==> config.mk <==
export PLATFORM = sky130hd
export DESIGN_NAME = load_unit_flat
export DESIGN_NICKNAME = d
export VERILOG_FILES = /design/src/rtl/load_unit_if.sv /design/src/rtl/load_unit.sv /design/src/flat_wrapper.sv
export SDC_FILE = /design/constraint.sdc
export NUM_CORES = 1
export LEC_CHECK = 0
export ABC_AREA = 1
export BUFFER_PORTS_ARGS = -buffer_cell sky130_fd_sc_hd__buf_2
export CAP_MARGIN = 25
export CORE_MARGIN = 2
export CORE_UTILIZATION = 50
export CTS_BUF_LIST = sky130_fd_sc_hd__clkbuf_4 sky130_fd_sc_hd__clkbuf_8
export CTS_CLUSTER_DIAMETER = 50
export CTS_CLUSTER_SIZE = 14
export DETAILED_ROUTE_END_ITERATION = 7
export PLACE_DENSITY = 0.83
export SLEW_MARGIN = 20
export SYNTH_ARGS = -nofsm -noshare
export SYNTH_HDL_FRONTEND = slang
export SYNTH_SLANG_ARGS = --single-unit
==> constraint.sdc <==
create_clock -name CLK -period 1.9 [get_ports CLK]
set_input_delay 0.38 -clock CLK [delete_from_list [all_inputs] [get_ports CLK]]
set_output_delay 0.38 -clock CLK [all_outputs]
set_load 0.05 [all_outputs]
==> src/rtl/load_unit_if.sv <==
// rtl/load_unit_if.sv - request, memory and result signals of the load unit
//
// Purpose: bundles the load request, the synchronous data-memory read port
// and the register-write result of load_unit.
// Modports:
//   slave  - the load unit: takes Req/Addr/Size/Unsigned/MemData, drives
//            Busy/MemRE/MemAddr/Dout/WE/Err.
//   master - the surrounding datapath and memory: the opposite directions.
interface load_unit_if;
  logic               Req;
  logic [31:0]        Addr;
  logic [1:0]         Size;
  logic               Unsigned;
  logic               Busy;
  logic               MemRE;
  logic [31:0]        MemAddr;
  logic [31:0]        MemData;
  logic signed [31:0] Dout;
  logic               WE;
  logic               Err;

  modport slave (
    input  Req, Addr, Size, Unsigned, MemData,
    output Busy, MemRE, MemAddr, Dout, WE, Err
  );

  modport master (
    output Req, Addr, Size, Unsigned, MemData,
    input  Busy, MemRE, MemAddr, Dout, WE, Err
  );
endinterface

==> src/rtl/load_unit.sv <==
// rtl/load_unit.sv - byte/halfword/word load engine with fixed memory latency
//
// Purpose: accepts one load request in IDLE, issues a single word-aligned
// read, waits LATENCY cycles for the memory data, extracts and extends the
// addressed byte/halfword/word and presents it as a Dout/WE register write.
// Misaligned or reserved-size requests produce a one-cycle Err pulse only.
// Ports:
//   CLK    - clock, all state changes on the rising edge
//   RST_n  - synchronous active-low reset
//   bus    - load_unit_if.slave (Req, Addr, Size, Unsigned, MemData in;
//            Busy, MemRE, MemAddr, Dout, WE, Err out)
// Parameter:
//   LATENCY - cycles from MemRE to valid MemData, 1..15
module load_unit #(
  parameter int LATENCY = 2
) (
  input  logic        CLK,
  input  logic        RST_n,
  load_unit_if.slave  bus
);

  typedef enum logic [2:0] {
    IDLE,
    ISSUE,
    WAIT,
    DONE,
    ERR
  } state_t;

  // Four bits cover the whole 1..15 latency range.
  localparam logic [3:0] CNT_LOAD = 4'(LATENCY - 1);

  state_t      state_q, state_d;
  logic [3:0]  cnt_q, cnt_d;
  logic [1:0]  alo_q, alo_d;
  logic [1:0]  size_q, size_d;
  logic        uns_q, uns_d;
  logic [31:0] maddr_q, maddr_d;
  logic [31:0] dout_q, dout_d;

  logic        illegal;
  logic [31:0] lane_shift;
  logic [7:0]  sel_byte;
  logic [15:0] sel_half;
  logic [31:0] ext;

  // Reserved size, odd halfword, or word not on a 4-byte boundary.
  always_comb begin
    illegal = 1'b0;
    case (bus.Size)
      2'b01:   illegal = bus.Addr[0];
      2'b10:   illegal = (bus.Addr[1:0] != 2'b00);
      2'b11:   illegal = 1'b1;
      default: illegal = 1'b0;
    endcase
  end

  // Little-endian lane select driven by the latched low address bits.
  always_comb begin
    lane_shift = bus.MemData >> {alo_q, 3'b000};
    sel_byte   = lane_shift[7:0];
    sel_half   = alo_q[1] ? bus.MemData[31:16] : bus.MemData[15:0];
    case (size_q)
      2'b00:   ext = {{24{~uns_q & sel_byte[7]}}, sel_byte};
      2'b01:   ext = {{16{~uns_q & sel_half[15]}}, sel_half};
      default: ext = bus.MemData;
    endcase
  end

  always_comb begin
    state_d = state_q;
    cnt_d   = cnt_q;
    alo_d   = alo_q;
    size_d  = size_q;
    uns_d   = uns_q;
    maddr_d = maddr_q;
    dout_d  = dout_q;
    case (state_q)
      IDLE: begin
        if (bus.Req) begin
          alo_d  = bus.Addr[1:0];
          size_d = bus.Size;
          uns_d  = bus.Unsigned;
          if (illegal) begin
            state_d = ERR;
          end else begin
            maddr_d = {bus.Addr[31:2], 2'b00};
            state_d = ISSUE;
          end
        end
      end
      ISSUE: begin
        cnt_d   = CNT_LOAD;
        state_d = WAIT;
      end
      WAIT: begin
        // Counter reaching zero marks the cycle in which MemData is valid.
        if (cnt_q == 4'd0) begin
          dout_d  = ext;
          state_d = DONE;
        end else begin
          cnt_d = cnt_q - 4'd1;
        end
      end
      DONE:    state_d = IDLE;
      ERR:     state_d = IDLE;
      default: state_d = IDLE;
    endcase
  end

  always_ff @(posedge CLK) begin
    if (!RST_n) begin
      state_q <= IDLE;
      cnt_q   <= 4'd0;
      alo_q   <= 2'b00;
      size_q  <= 2'b00;
      uns_q   <= 1'b0;
      maddr_q <= 32'd0;
      dout_q  <= 32'd0;
    end else begin
      state_q <= state_d;
      cnt_q   <= cnt_d;
      alo_q   <= alo_d;
      size_q  <= size_d;
      uns_q   <= uns_d;
      maddr_q <= maddr_d;
      dout_q  <= dout_d;
    end
  end

  // Strobes are pure decodes of the state register, so no input reaches
  // an output without passing through a flop.
  assign bus.Busy    = (state_q != IDLE);
  assign bus.MemRE   = (state_q == ISSUE);
  assign bus.WE      = (state_q == DONE);
  assign bus.Err     = (state_q == ERR);
  assign bus.MemAddr = maddr_q;
  assign bus.Dout    = dout_q;

endmodule
==> src/flat_wrapper.sv <==
// flat-port wrapper written by rule: the top's interface ports become plain ports
module load_unit_flat 
#(
  parameter int LATENCY = 2
)
  (CLK, RST_n, bus_Req, bus_Addr, bus_Size, bus_Unsigned, bus_MemData, bus_Busy, bus_MemRE, bus_MemAddr, bus_Dout, bus_WE, bus_Err);
  load_unit_if bus_i ();
  input  logic CLK;
  input  logic RST_n;
  input wire logic [$bits(bus_i.Req)-1:0] bus_Req;
  input wire logic [$bits(bus_i.Addr)-1:0] bus_Addr;
  input wire logic [$bits(bus_i.Size)-1:0] bus_Size;
  input wire logic [$bits(bus_i.Unsigned)-1:0] bus_Unsigned;
  input wire logic [$bits(bus_i.MemData)-1:0] bus_MemData;
  output wire logic [$bits(bus_i.Busy)-1:0] bus_Busy;
  output wire logic [$bits(bus_i.MemRE)-1:0] bus_MemRE;
  output wire logic [$bits(bus_i.MemAddr)-1:0] bus_MemAddr;
  output wire logic [$bits(bus_i.Dout)-1:0] bus_Dout;
  output wire logic [$bits(bus_i.WE)-1:0] bus_WE;
  output wire logic [$bits(bus_i.Err)-1:0] bus_Err;
  assign bus_i.Req = bus_Req;
  assign bus_i.Addr = bus_Addr;
  assign bus_i.Size = bus_Size;
  assign bus_i.Unsigned = bus_Unsigned;
  assign bus_i.MemData = bus_MemData;
  assign bus_Busy = bus_i.Busy;
  assign bus_MemRE = bus_i.MemRE;
  assign bus_MemAddr = bus_i.MemAddr;
  assign bus_Dout = bus_i.Dout;
  assign bus_WE = bus_i.WE;
  assign bus_Err = bus_i.Err;
  load_unit #(.LATENCY(LATENCY)) u_core (.CLK(CLK), .RST_n(RST_n), .bus(bus_i));
endmodule
==> impl_table.tex <==
\begin{tabular}{lr}
\hline
Metric & Value \\
\hline
\multicolumn{2}{l}{\textbf{Layout}} \\
Fraction of layout instances using a drive strength above 1 & roughly 30\% \\
Utilization after layout & between 60\% and 70\% \\
Most frequent cells in the layout & 135 x sky130\_fd\_sc\_hd\_\_buf\_2, 112 x sky130\_fd\_sc\_hd\_\_nand2\_1, 84 x sky130\_fd\_sc\_hd\_\_nor2\_1, 74 x sky130\_fd\_sc\_hd\_\_dfxtp\_1, 48 x sky130\_fd\_sc\_hd\_\_a21oi\_1 \\
Most common cell after layout, fill and taps aside & sky130\_fd\_sc\_hd\_\_buf\_2 \\
Diode count & 0 \\
Net count reported at finish & between 600 and 700 \\
Synthesis-to-layout area growth & 26.7\% \\
Fin cells & 726 \\
Fill cell instance count of the final layout & 632 \\
\multicolumn{2}{l}{\textbf{STA}} \\
Tcrit/Tclk final & about 92\% \\
Min Tclk post-route & approximately 1700 ps \\
Worst hold margin & 326 ps \\
Final clock skew & approximately 5.6 ps \\
Total negative slack & 0 ps \\
Max Transition Viols Final & 0 \\
Max Fclk & 0.573 GHz \\
Final-report hold violation count & 0 \\
Number of setup violations in the final report & 0 \\
Setup repair after global routing missed its margin & no \\
Slack of the critical path & between 150 and 200 ps \\
\multicolumn{2}{l}{\textbf{Clock network}} \\
TritonCTS clock tree & yes \\
Maximum level of the CTS H-tree & 3 \\
Postcts setup bufs & 0 \\
Buffer levels on the longest clock path & 2 \\
Clock slew seen by the registers of the worst setup and hold paths & 80 ps \\
CTS hold repair buffers & 0 \\
Clock latency reported for the late side of the worst-skew pair & 350 ps \\
Number of gates given a new drive strength after cts & 0 \\
Number of clock sinks & 74 \\
Cell chosen for the clock root & sky130\_fd\_sc\_hd\_\_clkbuf\_8 \\
Number of buffers inserted during clock tree synthesis & 9 \\
\multicolumn{2}{l}{\textbf{Setup path}} \\
Required time worst endpoint & 1520 ps \\
List of cells traversed by the critical path & inv\_1 > nand3\_1 > inv\_1 > buf\_2 \\
CP Data Arrival Time & around 1400 ps \\
Worst R2R Path Depth & 8 \\
Category of the critical setup timing path & reg2out \\
Origin of the worst setup path & u\_core.state\_q[1]\$\_SDFFE\_PN0P\_ \\
Most common cell on crit path & sky130\_fd\_sc\_hd\_\_inv\_1 \\
Max incr delay on CP & 350 ps \\
Endpoint of the most critical register-to-register path & u\_core.bus.Dout[21]\$\_SDFFE\_PN0P\_ \\
Kind of start point of the critical path & flip-flop \\
Crit-path max FO & 5 \\
Worst setup path end & bus\_MemRE \\
CP endpoint kind & output pin \\
Worst reg-to-reg setup slack & 270 ps \\
Highest-delay cell along the critical path & sky130\_fd\_sc\_hd\_\_dfxtp\_1 \\
Source of the worst register-to-register timing path & u\_core.alo\_q[1]\$\_SDFFE\_PN0P\_ \\
\multicolumn{2}{l}{\textbf{Routing}} \\
DRC violation count after routing & 0 \\
Final antenna-violating net count & 0 \\
Drt total wl & approximately 9500 um \\
Via count & roughly 3700 \\
Via-to-Cell Ratio & just over 5 \\
Initial DRC count & 247 \\
Router iterations before antenna repair & 5 \\
Wirelength per Cell & approximately 13 um \\
\multicolumn{2}{l}{\textbf{Floorplan}} \\
Initial standard-cell utilization of the core & between 50 and 60\% \\
Total I/O pin count & between 100 and 150 \\
Full die area & 7780 um2 \\
CORE AREA & $\sim$6800 um2 \\
Width of the die & approximately 88 um \\
Die H & about 88 um \\
Std cell rows & 30 \\
\multicolumn{2}{l}{\textbf{Min path}} \\
HP Class & in2reg \\
\multicolumn{2}{l}{\textbf{Logic synthesis}} \\
Total number of yosys warnings & 0 \\
Post-synthesis area per instance & 7.09 um2 \\
Synthesized instance count & 500 \\
Count of cell types in the netlist & 29 \\
Cell area after synthesis & around 3500 um2 \\
Flip-flop and latch count after synthesis & between 70 and 80 \\
Share of the yosys chip area belonging to registers & 41.8\% \\
\multicolumn{2}{l}{\textbf{Placed design}} \\
Placed cells & between 700 and 800 \\
HPWL after detailed placement & 6900 um \\
RePlAce Congestion & 0.901 \\
Port bufs & roughly 140 \\
Setup Slack @ Placement & roughly 300 ps \\
\multicolumn{2}{l}{\textbf{Global route}} \\
Antenna violations before repair & 0 \\
Via count of the first global-routing pass & about 3400 \\
Wire length of the first global-routing pass & $\sim$15000 um \\
Overall track demand over capacity in global routing & $\sim$24\% \\
Pin count of the biggest net entering global routing & between 40 and 50 \\
Final global-route overflow total & 0 \\
\multicolumn{2}{l}{\textbf{Pwr}} \\
VDD IR max & just over 500 uV \\
Total power divided by cell area & about 970 nW/um2 \\
Lkg Pwr & between 2 and 2.5 nW \\
\multicolumn{2}{l}{\textbf{Flow run}} \\
Max Cap Violations & 0 \\
\multicolumn{2}{l}{\textbf{Run status}} \\
Run status & finished clean \\
\hline
\end{tabular}
[metal layers]
layer / routed length, um / track usage (%) / part of all wire [%] / vias to the layer above
li1: - / - / - / 1866
met1: 4060 / 30.1 / 43 / 1690
met2: 4580 / 39.6 / 48 / 130
met3: 602 / 5.09 / 6.4 / 19
met4: 233 / 12.1 / 2.5 / 0
met5: 0 / 0 / 0 / -
[sequential cells by signal (all words and copies together), names as in the netlist]
| name | count |
|---|---|
| u_core.alo_q | 2 |
| u_core.bus.Dout | 32 |
| u_core.bus.MemAddr | 30 |
| u_core.cnt_q | 4 |
| u_core.size_q | 2 |
| u_core.state_q | 3 |
| u_core.uns_q | 1 |
[area by class of cell]
class                           count  area [um2]  share of cell area [%]
Multi-Input combinational cell    363        1780                    39.6
Sequential cell                    74        1480                    33.0
Timing Repair Buffer              147         791                    17.6
Clock buffer                        9         124                    2.76
Tap cell                           96         120                    2.68
Inverter                           30         115                    2.56
Clock inverter                      7        81.3                    1.81
[synth_stat cells, drive strengths merged]
library cell,count,share of area (%)
nor2,89,10
nand3,6,0.99
a21o,1,0.21
o21ai,45,6.4
a21oi,59,9.7
buf,21,3.7
nand3b,30,6.4
conb,1,0.11
o31ai,1,0.60
nand2,115,13
inv,29,3.1
ha,1,0.35
nor3,4,0.56
nand4,9,1.6
clkinv,1,0.11
or2,1,0.18
clkbuf,13,1.4
dfxtp,74,42
[where the power goes]
part | internal, W | switching, W
registers | 0.00168 | 0.0000813
clock network | 0.000630 | 0.000643
logic | 0.000366 | 0.000951
total | 0.00268 | 0.00168
[kinds of logic after synthesis]
logic type	after synthesis	share of synthesized area [%]
buf+inv	64	8.37
simple gates	254	32.5
fa+ha+maj	1	0.353
other cells	1	0.106
compound gates	106	16.9
flops	74	41.8
[worst min-delay path by stage]
stage	startpoint	to	slack, ps	cells after the start
floorplan	u_core.cnt_q[0]$_SDFFE_PN0P_	u_core.cnt_q[0]$_SDFFE_PN0P_	460	2
global placement	u_core.bus.MemAddr[2]$_SDFFE_PN0P_	u_core.bus.MemAddr[2]$_SDFFE_PN0P_	440	2
detailed placement	u_core.bus.MemAddr[30]$_SDFFE_PN0P_	u_core.bus.MemAddr[30]$_SDFFE_PN0P_	460	2
CTS	bus_Unsigned	u_core.uns_q$_SDFFE_PN0P_	310	3
global route	bus_MemData[17]	u_core.bus.Dout[17]$_SDFFE_PN0P_	350	3
finish	bus_Unsigned	u_core.uns_q$_SDFFE_PN0P_	330	3
[per-stage QoR]
step	cell area (um2)	power, W
after global placement	4280	0.00308
final	4490	0.00436
after detailed placement	4280	0.00311
after global routing	4490	0.00458
after CTS	4490	0.00438
after floorplan	3550	0.00278
[critical path: cells and delay by family, from the launching register on]
| kind | cells | cell delay [ps] |
|---|---|---|
| and+or+nand+nor | 1 | 170 |
| DFF | 1 | 350 |
| buffers and inverters | 3 | 500 |
Note: power is estimated with default switching activity, not from simulation.
